## config.mk

```make
export PLATFORM = sky130hd
export DESIGN_NAME = levinson_k_seq_flat
export DESIGN_NICKNAME = d
export VERILOG_FILES = /design/src/rtl/levinson_k_seq_if.sv /design/src/rtl/levinson_k_seq.sv /design/src/flat_wrapper.sv
export SDC_FILE = /design/constraint.sdc
export NUM_CORES = 1
export LEC_CHECK = 0
export ABC_CLOCK_PERIOD_IN_PS = 4600
export BUFFER_PORTS_ARGS = -buffer_cell sky130_fd_sc_hd__buf_4
export CORE_MARGIN = 1
export CORE_UTILIZATION = 45
export DETAILED_ROUTE_END_ITERATION = 12
export PLACE_DENSITY = 0.61
export SYNTH_ARGS = -nofsm -noshare
export SYNTH_HDL_FRONTEND = slang
export SYNTH_SLANG_ARGS = --single-unit
```

## constraint.sdc

```tcl
create_clock -name clk -period 4.6 [get_ports clk]
set_input_delay 0.69 -clock clk [delete_from_list [all_inputs] [get_ports clk]]
set_output_delay 0.69 -clock clk [all_outputs]
set_load 0.02 [all_outputs]
```

## src/rtl/levinson_k_seq_if.sv

```systemverilog
// Handshake bundle for the sequential reflection-coefficient stage.
//   master : drives in_valid, q, e, out_ready; observes in_ready, out_valid, k, sat, div_by_zero
//   slave  : the divider side (levinson_k_seq)
//   in_valid/in_ready   : operand handshake (q signed, e unsigned)
//   out_valid/out_ready : result handshake (k signed, sat, div_by_zero)
interface levinson_k_seq_if #(
   parameter int unsigned WIDTH = 32
) ();
   logic             in_valid;
   logic             in_ready;
   logic [WIDTH-1:0] q;
   logic [WIDTH-1:0] e;
   logic             out_valid;
   logic             out_ready;
   logic [WIDTH-1:0] k;
   logic             sat;
   logic             div_by_zero;

   modport master (
      output in_valid, q, e, out_ready,
      input  in_ready, out_valid, k, sat, div_by_zero
   );

   modport slave (
      input  in_valid, q, e, out_ready,
      output in_ready, out_valid, k, sat, div_by_zero
   );
endinterface

```

## src/rtl/levinson_k_seq.sv

```systemverilog
// Sequential Levinson-Durbin reflection coefficient k = -q/e in fixed point.
// Radix-2 restoring divider, one quotient bit per cycle, symmetric saturation.
//   clk, rst : clock, synchronous active-high reset
//   bus      : levinson_k_seq_if slave modport (operand and result handshakes)
// Latency from accept edge: 2 cycles on the e==0/overflow path, WIDTH+2 otherwise.
module levinson_k_seq #(
   parameter int unsigned WIDTH  = 32,
   parameter int unsigned Q_FRAC = 33,
   parameter int unsigned E_FRAC = 34,
   parameter int unsigned K_FRAC = 31,
   parameter bit          ROUND  = 1'b0
) (
   input logic              clk,
   input logic              rst,
   levinson_k_seq_if.slave  bus
);
   localparam int          SHIFT = int'(K_FRAC) - int'(Q_FRAC) + int'(E_FRAC);
   localparam int unsigned W     = WIDTH;
   localparam int unsigned CW    = $clog2(WIDTH + 1);

   if (SHIFT < 0 || SHIFT > int'(WIDTH) || WIDTH < 2) begin : g_bad_params
      $error("levinson_k_seq: SHIFT must lie in [0, WIDTH] and WIDTH >= 2");
   end

   typedef enum logic [1:0] {StIdle, StCheck, StDiv, StDone} state_e;

   localparam logic [W-1:0] KMAX = {1'b0, {(W-1){1'b1}}};

   state_e          state_q, state_d;
   logic [W-1:0]    mag_q, mag_d;      // |q|, holds 2^(W-1) for the most negative q
   logic            neg_q, neg_d;      // q < 0
   logic [W-1:0]    den_q, den_d;
   logic [W-1:0]    rem_q, rem_d;
   logic [W-1:0]    quo_q, quo_d;      // low dividend bits shift out, quotient bits shift in
   logic [CW-1:0]   cnt_q, cnt_d;
   logic [W-1:0]    k_q, k_d;
   logic            sat_q, sat_d;
   logic            dbz_q, dbz_d;

   logic [2*W-1:0]  dividend;
   logic            ovf;
   logic [W:0]      trial, diff;
   logic            ge;
   logic [W-1:0]    rem_nx, quo_nx, res;
   logic            rnd;

   always_comb begin
      dividend = {{W{1'b0}}, mag_q} << SHIFT;
      // Quotient would not fit in W-1 magnitude bits.
      ovf      = dividend >= {1'b0, den_q, {(W-1){1'b0}}};
      trial    = {rem_q, quo_q[W-1]};
      diff     = trial - {1'b0, den_q};
      ge       = ~diff[W];
      rem_nx   = ge ? diff[W-1:0] : trial[W-1:0];
      quo_nx   = {quo_q[W-2:0], ge};
      rnd      = ROUND && ({rem_nx, 1'b0} >= {1'b0, den_q});
      // Quotient < 2^(W-1), so a round-up can at most reach 2^(W-1).
      res      = quo_nx + W'(rnd);
   end

   always_comb begin
      state_d = state_q;
      mag_d   = mag_q;
      neg_d   = neg_q;
      den_d   = den_q;
      rem_d   = rem_q;
      quo_d   = quo_q;
      cnt_d   = cnt_q;
      k_d     = k_q;
      sat_d   = sat_q;
      dbz_d   = dbz_q;

      unique case (state_q)
         StIdle: begin
            if (bus.in_valid) begin
               neg_d   = bus.q[W-1];
               mag_d   = bus.q[W-1] ? -bus.q : bus.q;
               den_d   = bus.e;
               state_d = StCheck;
            end
         end
         StCheck: begin
            cnt_d = '0;
            dbz_d = (den_q == '0);
            if (den_q == '0) begin
               sat_d   = (mag_q != '0);
               k_d     = (mag_q == '0) ? '0 : (neg_q ? KMAX : -KMAX);
               state_d = StDone;
            end else if (ovf) begin
               sat_d   = 1'b1;
               k_d     = neg_q ? KMAX : -KMAX;
               state_d = StDone;
            end else begin
               sat_d   = 1'b0;
               rem_d   = dividend[2*W-1:W];
               quo_d   = dividend[W-1:0];
               state_d = StDiv;
            end
         end
         StDiv: begin
            rem_d = rem_nx;
            quo_d = quo_nx;
            cnt_d = cnt_q + CW'(1);
            if (cnt_q == CW'(W - 1)) begin
               cnt_d   = '0;
               state_d = StDone;
               if (res[W-1]) begin
                  sat_d = 1'b1;
                  k_d   = neg_q ? KMAX : -KMAX;
               end else begin
                  k_d   = neg_q ? res : -res;
               end
            end
         end
         StDone: begin
            if (bus.out_ready) state_d = StIdle;
         end
         default: state_d = StIdle;
      endcase
   end

   always_ff @(posedge clk) begin
      if (rst) begin
         state_q <= StIdle;
         mag_q   <= '0;
         neg_q   <= 1'b0;
         den_q   <= '0;
         rem_q   <= '0;
         quo_q   <= '0;
         cnt_q   <= '0;
         k_q     <= '0;
         sat_q   <= 1'b0;
         dbz_q   <= 1'b0;
      end else begin
         state_q <= state_d;
         mag_q   <= mag_d;
         neg_q   <= neg_d;
         den_q   <= den_d;
         rem_q   <= rem_d;
         quo_q   <= quo_d;
         cnt_q   <= cnt_d;
         k_q     <= k_d;
         sat_q   <= sat_d;
         dbz_q   <= dbz_d;
      end
   end

   assign bus.in_ready    = (state_q == StIdle);
   assign bus.out_valid   = (state_q == StDone);
   assign bus.k           = k_q;
   assign bus.sat         = sat_q;
   assign bus.div_by_zero = dbz_q;
endmodule

```

## src/flat_wrapper.sv

```systemverilog
// flat-port wrapper written by rule: the top's interface ports become plain ports
module levinson_k_seq_flat 
#(
   parameter int unsigned WIDTH  = 32,
   parameter int unsigned Q_FRAC = 33,
   parameter int unsigned E_FRAC = 34,
   parameter int unsigned K_FRAC = 31,
   parameter bit          ROUND  = 1'b0
)
  (clk, rst, bus_in_valid, bus_q, bus_e, bus_out_ready, bus_in_ready, bus_out_valid, bus_k, bus_sat, bus_div_by_zero);
  levinson_k_seq_if #(.WIDTH(WIDTH)) bus_i ();
  input logic clk;
  input logic rst;
  input wire logic [$bits(bus_i.in_valid)-1:0] bus_in_valid;
  input wire logic [$bits(bus_i.q)-1:0] bus_q;
  input wire logic [$bits(bus_i.e)-1:0] bus_e;
  input wire logic [$bits(bus_i.out_ready)-1:0] bus_out_ready;
  output wire logic [$bits(bus_i.in_ready)-1:0] bus_in_ready;
  output wire logic [$bits(bus_i.out_valid)-1:0] bus_out_valid;
  output wire logic [$bits(bus_i.k)-1:0] bus_k;
  output wire logic [$bits(bus_i.sat)-1:0] bus_sat;
  output wire logic [$bits(bus_i.div_by_zero)-1:0] bus_div_by_zero;
  assign bus_i.in_valid = bus_in_valid;
  assign bus_i.q = bus_q;
  assign bus_i.e = bus_e;
  assign bus_i.out_ready = bus_out_ready;
  assign bus_in_ready = bus_i.in_ready;
  assign bus_out_valid = bus_i.out_valid;
  assign bus_k = bus_i.k;
  assign bus_sat = bus_i.sat;
  assign bus_div_by_zero = bus_i.div_by_zero;
  levinson_k_seq #(.WIDTH(WIDTH), .Q_FRAC(Q_FRAC), .E_FRAC(E_FRAC), .K_FRAC(K_FRAC), .ROUND(ROUND)) u_core (.clk(clk), .rst(rst), .bus(bus_i));
endmodule
```

==> After elaboration in Yosys (flattened, before gate mapping) <==
Cells that the tools add are included.
{ "totals": {"elab_cells": 66, "out_inout_bits": 36, "register_bits": 171} }
{ "op_classes": {"bitwise": 1, "mux": 29, "n_addsub": 4, "eq_ne": 11, "n_reduce_logical": 10, "magnitude_cmp": 1} }
{ "op_table": {"columns": ["op", "count"], "rows": [
  ["$mux 32", 13],
  ["$pmux 32 s2", 3],
  ["$ge 64x63->1", 1],
  ["$logic_not 32->1", 2],
  ["$neg 32->32", 2],
  ["$sub 33x32->33", 1],
  ["$reduce_bool 32->1", 1],
  ["$pmux 6 s2", 1],
  ["$reduce_and 3->1", 4],
  ["$mux 2", 4],
  ["$ne 2x2->1 const B", 4],
  ["$pmux 2 s4", 1],
  ["$add 6x1->6 const B", 1],
  ["$eq 6x5->1 const B", 1],
  ["$mux 6", 1],
  ["$mux 1", 5],
  ["$eq 2x2->1 const B", 2],
  ["$ne 2x1->1 const B", 2],
  ["$ne 3x1->1 const B", 1],
  ["$eq 2x1->1 const B", 1],
  ["$logic_not 2->1", 1],
  ["$pmux 1 s2", 1],
  ["$reduce_and 2->1", 1],
  ["$reduce_bool 2->1", 1],
  ["$not 1->1", 1]
]} }

==> Depth between registers and ports, before layout <==
Gate-level depths: netlist of run 1.
{ "depth": {"word_depth": 7, "mapped_depth": 18, "depth_no_buf": 18} }

==> Least setup slack after synthesis of run 1 <==
OpenSTA, ideal clock, no wires.
{ "synth_timing": {"path_kind": "reg-to-reg", "from": "reg u_core.quo_q[31]", "to": "reg u_core.k_q[28] (netlist: u_core.bus.k[28])", "n_path_buf": 0, "synth_period_minus_slack_ns": 3.319, "t_arrival_ns": 3.234, "t_required_ns": 4.514, "slack_ns": 1.281, "stages_incl_launch_ff": 18, "path_cell_list": "dfxtp_1 > inv_1 > ha_1 > fa_1 > nand2b_1 > a21oi_1 > o21ai_1 > nand2_1 > a221oi_1 > a21boi_2 > inv_1 > ha_1 > nand3_1 > nor3_1 > a21oi_1 > xor2_1 > a21oi_1 > a211oi_1"} }
{ "synth_between": {"elab_chain_cells": 7} }
{ "synth_lines": {"columns": ["item", "line_no", "source"], "rows": [
  ["start: declaration", "levinson_k_seq.sv:34", "logic [W-1:0] quo_q, quo_d;"],
  ["start signal: assignment", "levinson_k_seq.sv:140", "quo_q <= quo_d;"],
  ["$sub 33x32->33", "levinson_k_seq.sv:52", "diff = trial - {1'b0, den_q};"],
  ["$not 1->1", "levinson_k_seq.sv:53", "ge = ~diff[W];"],
  ["$neg 32->32", "levinson_k_seq.sv:111", "k_d = neg_q ? res : -res;"],
  ["$mux 32", "levinson_k_seq.sv:111", null],
  ["$mux 32", "levinson_k_seq.sv:107", "if (res[W-1]) begin"],
  ["$mux 32", "levinson_k_seq.sv:104", "if (cnt_q == CW'(W - 1)) begin"],
  ["$pmux 32 s2", "levinson_k_seq.sv:73", "unique case (state_q)"],
  ["end signal: assignment", "levinson_k_seq.sv:142", "k_q <= k_d;"],
  ["end: declaration", "levinson_k_seq.sv:36", "logic [W-1:0] k_q, k_d;"]
]} }
No other way between the ends. The select of a mux whose other input is x is not followed.
A chain may end at the register's enable or synchronous reset.

==> Worst setup path after layout of run 1 <==
{ "layout_timing": {"from": "reg u_core.den_q[5]", "to": "reg u_core.k_q[28] (netlist: u_core.bus.k[28])"} }
{ "layout_between": {"elab_chain_cells": 7, "elab_cells_between_ends": 12, "classes_between": "add/sub (2); order compare (1); eq/ne (1); mux (5); bitwise (1); reduce/logical (2)"} }
{ "layout_lines": {"columns": ["item", "line_no", "source"], "rows": [
  ["start: declaration", "levinson_k_seq.sv:32", "logic [W-1:0] den_q, den_d;"],
  ["start signal: assignment", "levinson_k_seq.sv:138", "den_q <= den_d;"],
  ["$sub 33x32->33", "levinson_k_seq.sv:52", null],
  ["$not 1->1", "levinson_k_seq.sv:53", null],
  ["$neg 32->32", "levinson_k_seq.sv:111", null],
  ["$mux 32", "levinson_k_seq.sv:111", null],
  ["$mux 32", "levinson_k_seq.sv:107", null],
  ["$mux 32", "levinson_k_seq.sv:104", null],
  ["$pmux 32 s2", "levinson_k_seq.sv:73", null]
]} }
Parallel ways exist; a longest one is shown, timed or not. The select of a mux whose other input is x is not followed.

==> results.yml, run 1 <==
placed_design:
  dp_hpwl_um: 24600
  post-place-cells: 1829
  place.gp.congestion: 0.886
  portBuffers: 103
  pre_cts_slack_ns: 0.730
logic_synthesis:
  synth.cell_area_mm2: 0.0112
  ys_warn_count: 0
  ys_seq_area_share_pct: 30.6
  netlist_instances: 1473
  synth_cell_types: 73
  synthFlopType: "dfxtp_1"
  syn_area_per_cell_um2: 7.60
  synthArstFlopShare_pct: 0
  synth-edff-count: 0
  ys_ff_latch: 171
  syn-num-nets: 1612
die:
  rows: 57
  core_mm2: 0.0244
  die_h_um: 160
  die_area_mm2: 0.0255
  start_util_pct: 45.9
  dieWidth_um: 160
  io_pins: 104
setup_path:
  cp.arrival_ns: 4.30
  path_cells: "inv_1 > ha_1 > a21o_1 > a211o_1 > o21ai_1 > a21oi_1 > o21ai_0 > a21boi_4 > inv_1 > ha_1 > nand3_1 > nor3_1 > a21oi_1 > xor2_1 > a21oi_1 > a211oi_1"
  crit_family: "compound AO/OA/AOI/OAI gates"
  path_class: "reg2reg"
  crit_path_top_delay_cell: "nor3_1"
  cp_common_cell: "a21oi_1"
  worstPathRequired_ns: 4.95
  critPathLaunchType: "flop"
  cpPeakStageDelay_ns: 0.48
  crit_fanout: 7
  cp-end-kind: "flop"
  cp_num_buf_inv: 2
route:
  wire_per_inst_um: 17.8
  vias: 10900
  finalWirelength_um: 33200
  drc_errors: 0
  drtPass1Iterations: 8
  drt_iter0_markers: 943
  drtAntennaViolNets: 0
  via_per_inst: 5.85
clock_tree:
  cts_max_level: 4
  postCtsSetupBuffers: 0
  insertion_delay_ns: 0.44
  cts_tree: "yes"
  postCtsHoldBufs: 0
  numCtsBuffers: 17
  path_clk_slew_ns: 0.07
  cts.sinks: 171
  cts_buffer_depth: 2
  cts_root_buf: "clkbuf_16"
  cts_resized: 0
flow_run:
  max_cap_viol_count: 0
layout:
  fill_cells: 2452
  final_common_cell: "nand2_1"
  fin_nets: 1663
  drive_above_1_share_pct: 12.4
  stdcell_count: 1861
  diodes: 0
  area_delta_synth_final_pct: 14.7
  layout_common_cells: "nand2_1, a21oi_1, dfxtp_1"
pwr:
  powerDensity_mw_per_mm2: 860
  ir_drop_v: 0.000570
  p_leak_nw: 5.07
timing:
  skew_ns: 0.0123
  maxSlewHeadroom_pct: 33.9
  hold_viol: 0
  rsz0062_at_grt: "false"
  worst_slew_pin_slew_ns: 0.991
  worst_slack_ns: 0.647
  max_freq_ghz: 0.253
  tns_ns: 0
  fin_crit_ns: 3.95
  setup-violations-final: 0
  slew_viol_final: 0
  post-route-period-util_pct: 85.9
grt:
  overflow: 0
  grt_pass1_wl_um: 54500
  grt_max_degree: 92
  grt_pass1_vias: 10000
  grt_util_all_layers_pct: 26.3
  antenna_found_initial: 0
worst_hold_path:
  hold_class: "reg2reg"
run_status:
  status: "finished clean"
[routing by layer]
metal  vias up  track usage (%)  share of wire [%]  routed length (um)
met5         -                0                  0                   0
met4         0             6.73                1.5                 514
met3        28             4.23                6.6                2180
met2       299             37.0                 40               13300
met1      5132             40.8                 52               17200
li1       5436                -                  -                   -
[metrics by stage]
stage	total power [W]	hold slack (ns)	util (%)	cell area, um2
detailed placement	0.00944	0.466	50.2	12200
global route	0.0119	0.497	52.6	12800
CTS	0.0110	0.477	52.6	12800
finish	0.0110	0.470	52.6	12800
floorplan	0.00755	0.445	-	11200
global placement	0.00943	0.460	50.2	12200
[power by group]
group | switching [W] | total [W] | internal (W) | leakage (nW)
Clock | 0.000704 | 0.00149 | 0.000785 | 0.283
Combinational | 0.00449 | 0.00741 | 0.00293 | 3.38
Sequential | 0.000314 | 0.00214 | 0.00183 | 1.40
Total | 0.00550 | 0.0110 | 0.00554 | 5.07
[cell usage after synthesis, types with 4 or more instances]
master	instances	area (um2)
a31oi_1	25	156
nand4b_1	5	43.8
and3_1	7	43.8
o41ai_1	8	70.1
nand3b_1	4	30.0
a211oi_1	45	338
o31ai_1	11	82.6
mux2i_1	34	340
or3_1	18	113
buf_4	4	30.0
ha_1	70	876
a41oi_1	5	43.8
nor3_1	25	125
o211ai_1	18	135
nand2b_1	15	93.8
xnor2_1	24	210
nand4_1	14	87.6
a21oi_1	173	866
o21ai_0	84	420
o221ai_1	4	35.0
a211o_1	19	166
nand3_1	49	245
dfxtp_1	171	3420
a21o_1	16	120
o21a_1	7	52.6
mux2_2	4	45.0
nor4_1	29	181
nand2_1	185	694
clkbuf_1	90	338
nor2_1	121	454
nor2b_1	11	68.8
and2_1	9	56.3
xor2_1	40	350
or4_1	8	60.1
or2_2	5	31.3
inv_1	56	210
[final timing paths]
| check | start | end | slack, ns | cells after the start |
|---|---|---|---|---|
| worst max-delay path | u_core.den_q[5] | u_core.bus.k[28] | 0.65 | 16 |
| worst max register to register | u_core.den_q[5] | u_core.bus.k[28] | 0.65 | 16 |
| worst min register to register | u_core.quo_q[31] | u_core.quo_q[31] | 0.47 | 2 |
| worst min-delay path | u_core.quo_q[31] | u_core.quo_q[31] | 0.47 | 2 |
[final cells by class]
| type | count | area (um2) | area share (%) |
|---|---|---|---|
| clock buffer | 18 | 439 | 3.42 |
| clock inverter | 14 | 151 | 1.18 |
| inverter | 57 | 214 | 1.67 |
| multi-input combinational | 1144 | 7190 | 56.0 |
| sequential | 171 | 3420 | 26.7 |
| tap | 324 | 405 | 3.16 |
| timing repair buffer | 133 | 1010 | 7.87 |
[cell families after synthesis]
family          after synthesis  share of synthesized area [%]
mux                          38                           3.44
compound gates              454                           25.4
flops                       171                           30.6
fa+ha+maj                    71                           8.00
simple gates                517                           22.0
buf+inv                     158                           5.60
xor+xnor                     64                           5.01
[state kept, by name (all words and copies together) (netlist names)]
register                cells
u_core.bus.div_by_zero      1
u_core.mag_q               32
u_core.den_q               32
u_core.state_q              2
u_core.bus.sat              1
u_core.cnt_q                6
u_core.neg_q                1
u_core.quo_q               32
u_core.bus.k               32
u_core.rem_q               32
[worst min-delay path: cells and delay by family, from the launching register on]
| kind | cells | cell delay, ns |
|---|---|---|
| AND/OR/NAND/NOR | 1 | 0.05 |
| AO/OA/AOI/OAI | 1 | 0.05 |
| flip-flops | 1 | 0.32 |
(Power assumes the default switching activity.)
==> run 2, diff against run 1 <==
--- a/config.mk
+++ b/config.mk
@@ -9,5 +9,5 @@
 export BUFFER_PORTS_ARGS = -buffer_cell sky130_fd_sc_hd__buf_4
-export CORE_MARGIN = 1
 export CORE_UTILIZATION = 45
 export DETAILED_ROUTE_END_ITERATION = 12
+export GPL_TIMING_DRIVEN = 0
 export PLACE_DENSITY = 0.61
==> constraint.sdc (replaced) <==
create_clock -name clk -period 4.6 [get_ports clk]
set_input_delay 0.46 -clock clk [delete_from_list [all_inputs] [get_ports clk]]
set_output_delay 0.46 -clock clk [all_outputs]
set_load 0.02 [all_outputs]
==> run 2 against run 1 <==
- clock skew increased by 0.0082 ns
- combinational power up 2.8%
- worst setup slack got worse by 0.33 ns
- non-clock buffer count increased by 70
- die area is the same
- core utilization increased by 0.47 points
- sequential cell count unchanged
- critical endpoint is now u_core.bus.k[26]
- worst hold slack lost 0.19 ns
- design area up 0.89%
- cell count grew 3.8%
- register-to-register slack worse by 0.33 ns
- critical path type unchanged
- clock-buffer cell count rose by 1
==> results.yml, run 2 (synthesis gave the netlist of run 1 again) <==
setup_path:
  crit_path_top_delay_cell: "ha_1"
  cp_common_cell: "a21oi_1"
  worstPathRequired_ns: 4.92
  critPathLaunchType: "flop"
  r2r-end: "u_core.bus.k[26]"
  path_cells: "inv_1 > ha_1 > a21o_1 > a211o_1 > o21ai_1 > a21oi_1 > o21ai_0 > a21boi_2 > inv_1 > ha_1 > nand3_1 > nor3_2 > nor3_1 > a21oi_1 > o21ai_0 > a21oi_1 > nor2_1"
  cp-end-kind: "flop"
  r2r_slack_ns: 0.32
  cp_num_buf_inv: 2
  cpPeakStageDelay_ns: 0.37
  ff2ff_path_depth: 17
  r2r_start: "u_core.den_q[5]"
  crit_fanout: 8
  path_class: "reg2reg"
  cp.arrival_ns: 4.60
  crit_cells: 17
  crit_family: "compound AO/OA/AOI/OAI gates"
clock_tree:
  cts.sinks: 171
  path_clk_slew_ns: 0.07
  cts_buffer_depth: 2
  insertion_delay_ns: 0.44
  numCtsBuffers: 17
  cts_root_buf: "clkbuf_16"
  postCtsHoldBufs: 0
  cts_max_level: 4
  cts_tree: "yes"
route:
  drtAntennaViolNets: 0
  finalWirelength_um: 36900
  drtPass1Iterations: 5
  drc_errors: 0
  wire_per_inst_um: 19.1
  drt_iter0_markers: 1126
  via_per_inst: 5.88
  vias: 11400
die:
  core_mm2: 0.0244
  io_pins: 104
  start_util_pct: 45.9
  die_area_mm2: 0.0255
  rows: 57
  die_h_um: 160
  dieWidth_um: 160
layout:
  multiInputGateArea_mm2: 0.00716
  fin_area_mm2: 0.0130
  diodes: 0
  layout_common_cells: "nand2_1, a21oi_1, dfxtp_1"
  area_delta_synth_final_pct: 15.7
  final_common_cell: "nand2_1"
  drive_above_1_share_pct: 10.2
  seqCellArea_mm2: 0.00342
  fin_nets: 1733
  fill_cells: 2501
  utilization_pct: 53.1
grt:
  grt_pass1_vias: 10600
  grt_util_all_layers_pct: 29.0
  overflow: 0
  antenna_found_initial: 0
  grt_pass1_wl_um: 58700
  grt_max_degree: 17
placed_design:
  place.gp.congestion: 0.918
  portBuffers: 102
  place_area_mm2: 0.0124
  dp_hpwl_um: 29000
timing:
  tns_ns: 0
  worst_slew_pin_slew_ns: 1.10
  max_freq_ghz: 0.234
  skew_ns: 0.0204
  setup-violations-final: 0
  slew_viol_final: 0
  fin_worst_hold_slack_ns: 0.278
  hold_viol: 0
  post-route-period-util_pct: 93.0
  fin_crit_ns: 4.28
  rsz0062_at_grt: "false"
  maxSlewHeadroom_pct: 24.6
worst_hold_path:
  hold_class: "in2reg"
  hp-start: "bus_e[5]"
  hold_path_end: "u_core.den_q[5]"
  holdPathStages: 3
flow_run:
  max_cap_viol_count: 0
pwr:
  p_total_w: 0.0112
  p_leak_nw: 5.04
  powerDensity_mw_per_mm2: 866
  ir_drop_v: 0.000374
run_status:
  status: "finished clean"
run 2: cell types whose count changed in the layout (fill, tap and decap cells not counted), moves of 2 or more:
cell,before,now
a41oi_1,3,5
buf_1,0,2
buf_2,0,2
buf_4,132,106
buf_6,0,2
clkbuf_1,0,91
clkinv_4,0,4
inv_6,5,3
run 2: per-layer routing:
metal  GRT usage (%)  wire, um  up-vias
li1                -         -     5580
met1            44.3     18700     5329
met2            42.4     15200      394
met3            4.03      2320       47
met4            6.99       607        0
met5               0         0        -
run 2: power by group:
part           leakage, nW  internal (W)  switching [W]
sequential            1.40       0.00183       0.000339
clock                0.278      0.000776       0.000658
combinational         3.37       0.00287        0.00475
total                 5.04       0.00547        0.00575
run 2: cell type report:
type                    count  area share, %
multi-input cells        1144           55.2
flip-flops and latches    171           26.4
repair buffers            102           5.91
clock buffers              19           3.42
plain buffers             101           3.19
well taps                 324           3.13
inverters                  57           1.65
clock inverters            13           1.03
run 2: worst max-delay path by stage:
stage          slack, ns        startpoint               end
2_1_floorplan       1.28  u_core.quo_q[31]  u_core.bus.k[28]
3_5_place_dp        0.25  u_core.quo_q[31]  u_core.bus.k[28]
6_report            0.32   u_core.den_q[5]  u_core.bus.k[26]
5_1_grt             0.07   u_core.den_q[5]  u_core.bus.k[26]
4_1_cts             0.22  u_core.quo_q[31]  u_core.bus.k[28]
3_3_place_gp        0.24  u_core.quo_q[31]  u_core.bus.k[28]
run 2: worst register-to-register path: cells and delay by family (launching register included):
family | cells | cell delay, ns
adders and majority gates | 2 | 0.73
DFF | 1 | 0.35
AOI/OAI and AO/OA | 9 | 1.89
and+or+nand+nor | 4 | 0.82
buffers and inverters | 2 | 0.38
run 2: repair_timing:
action                                  in CTS  in global routing
resized for setup                            0                  2
setup buffers                                0                  0
endpoints found under the setup margin       0                  3
run 2: through the flow:
stage	setup WS [ns]	std cells
floorplan	1.28	1473
global placement	0.244	1899
detailed placement	0.252	1899
CTS	0.223	1931
global route	0.0679	1931
finish	0.320	1931
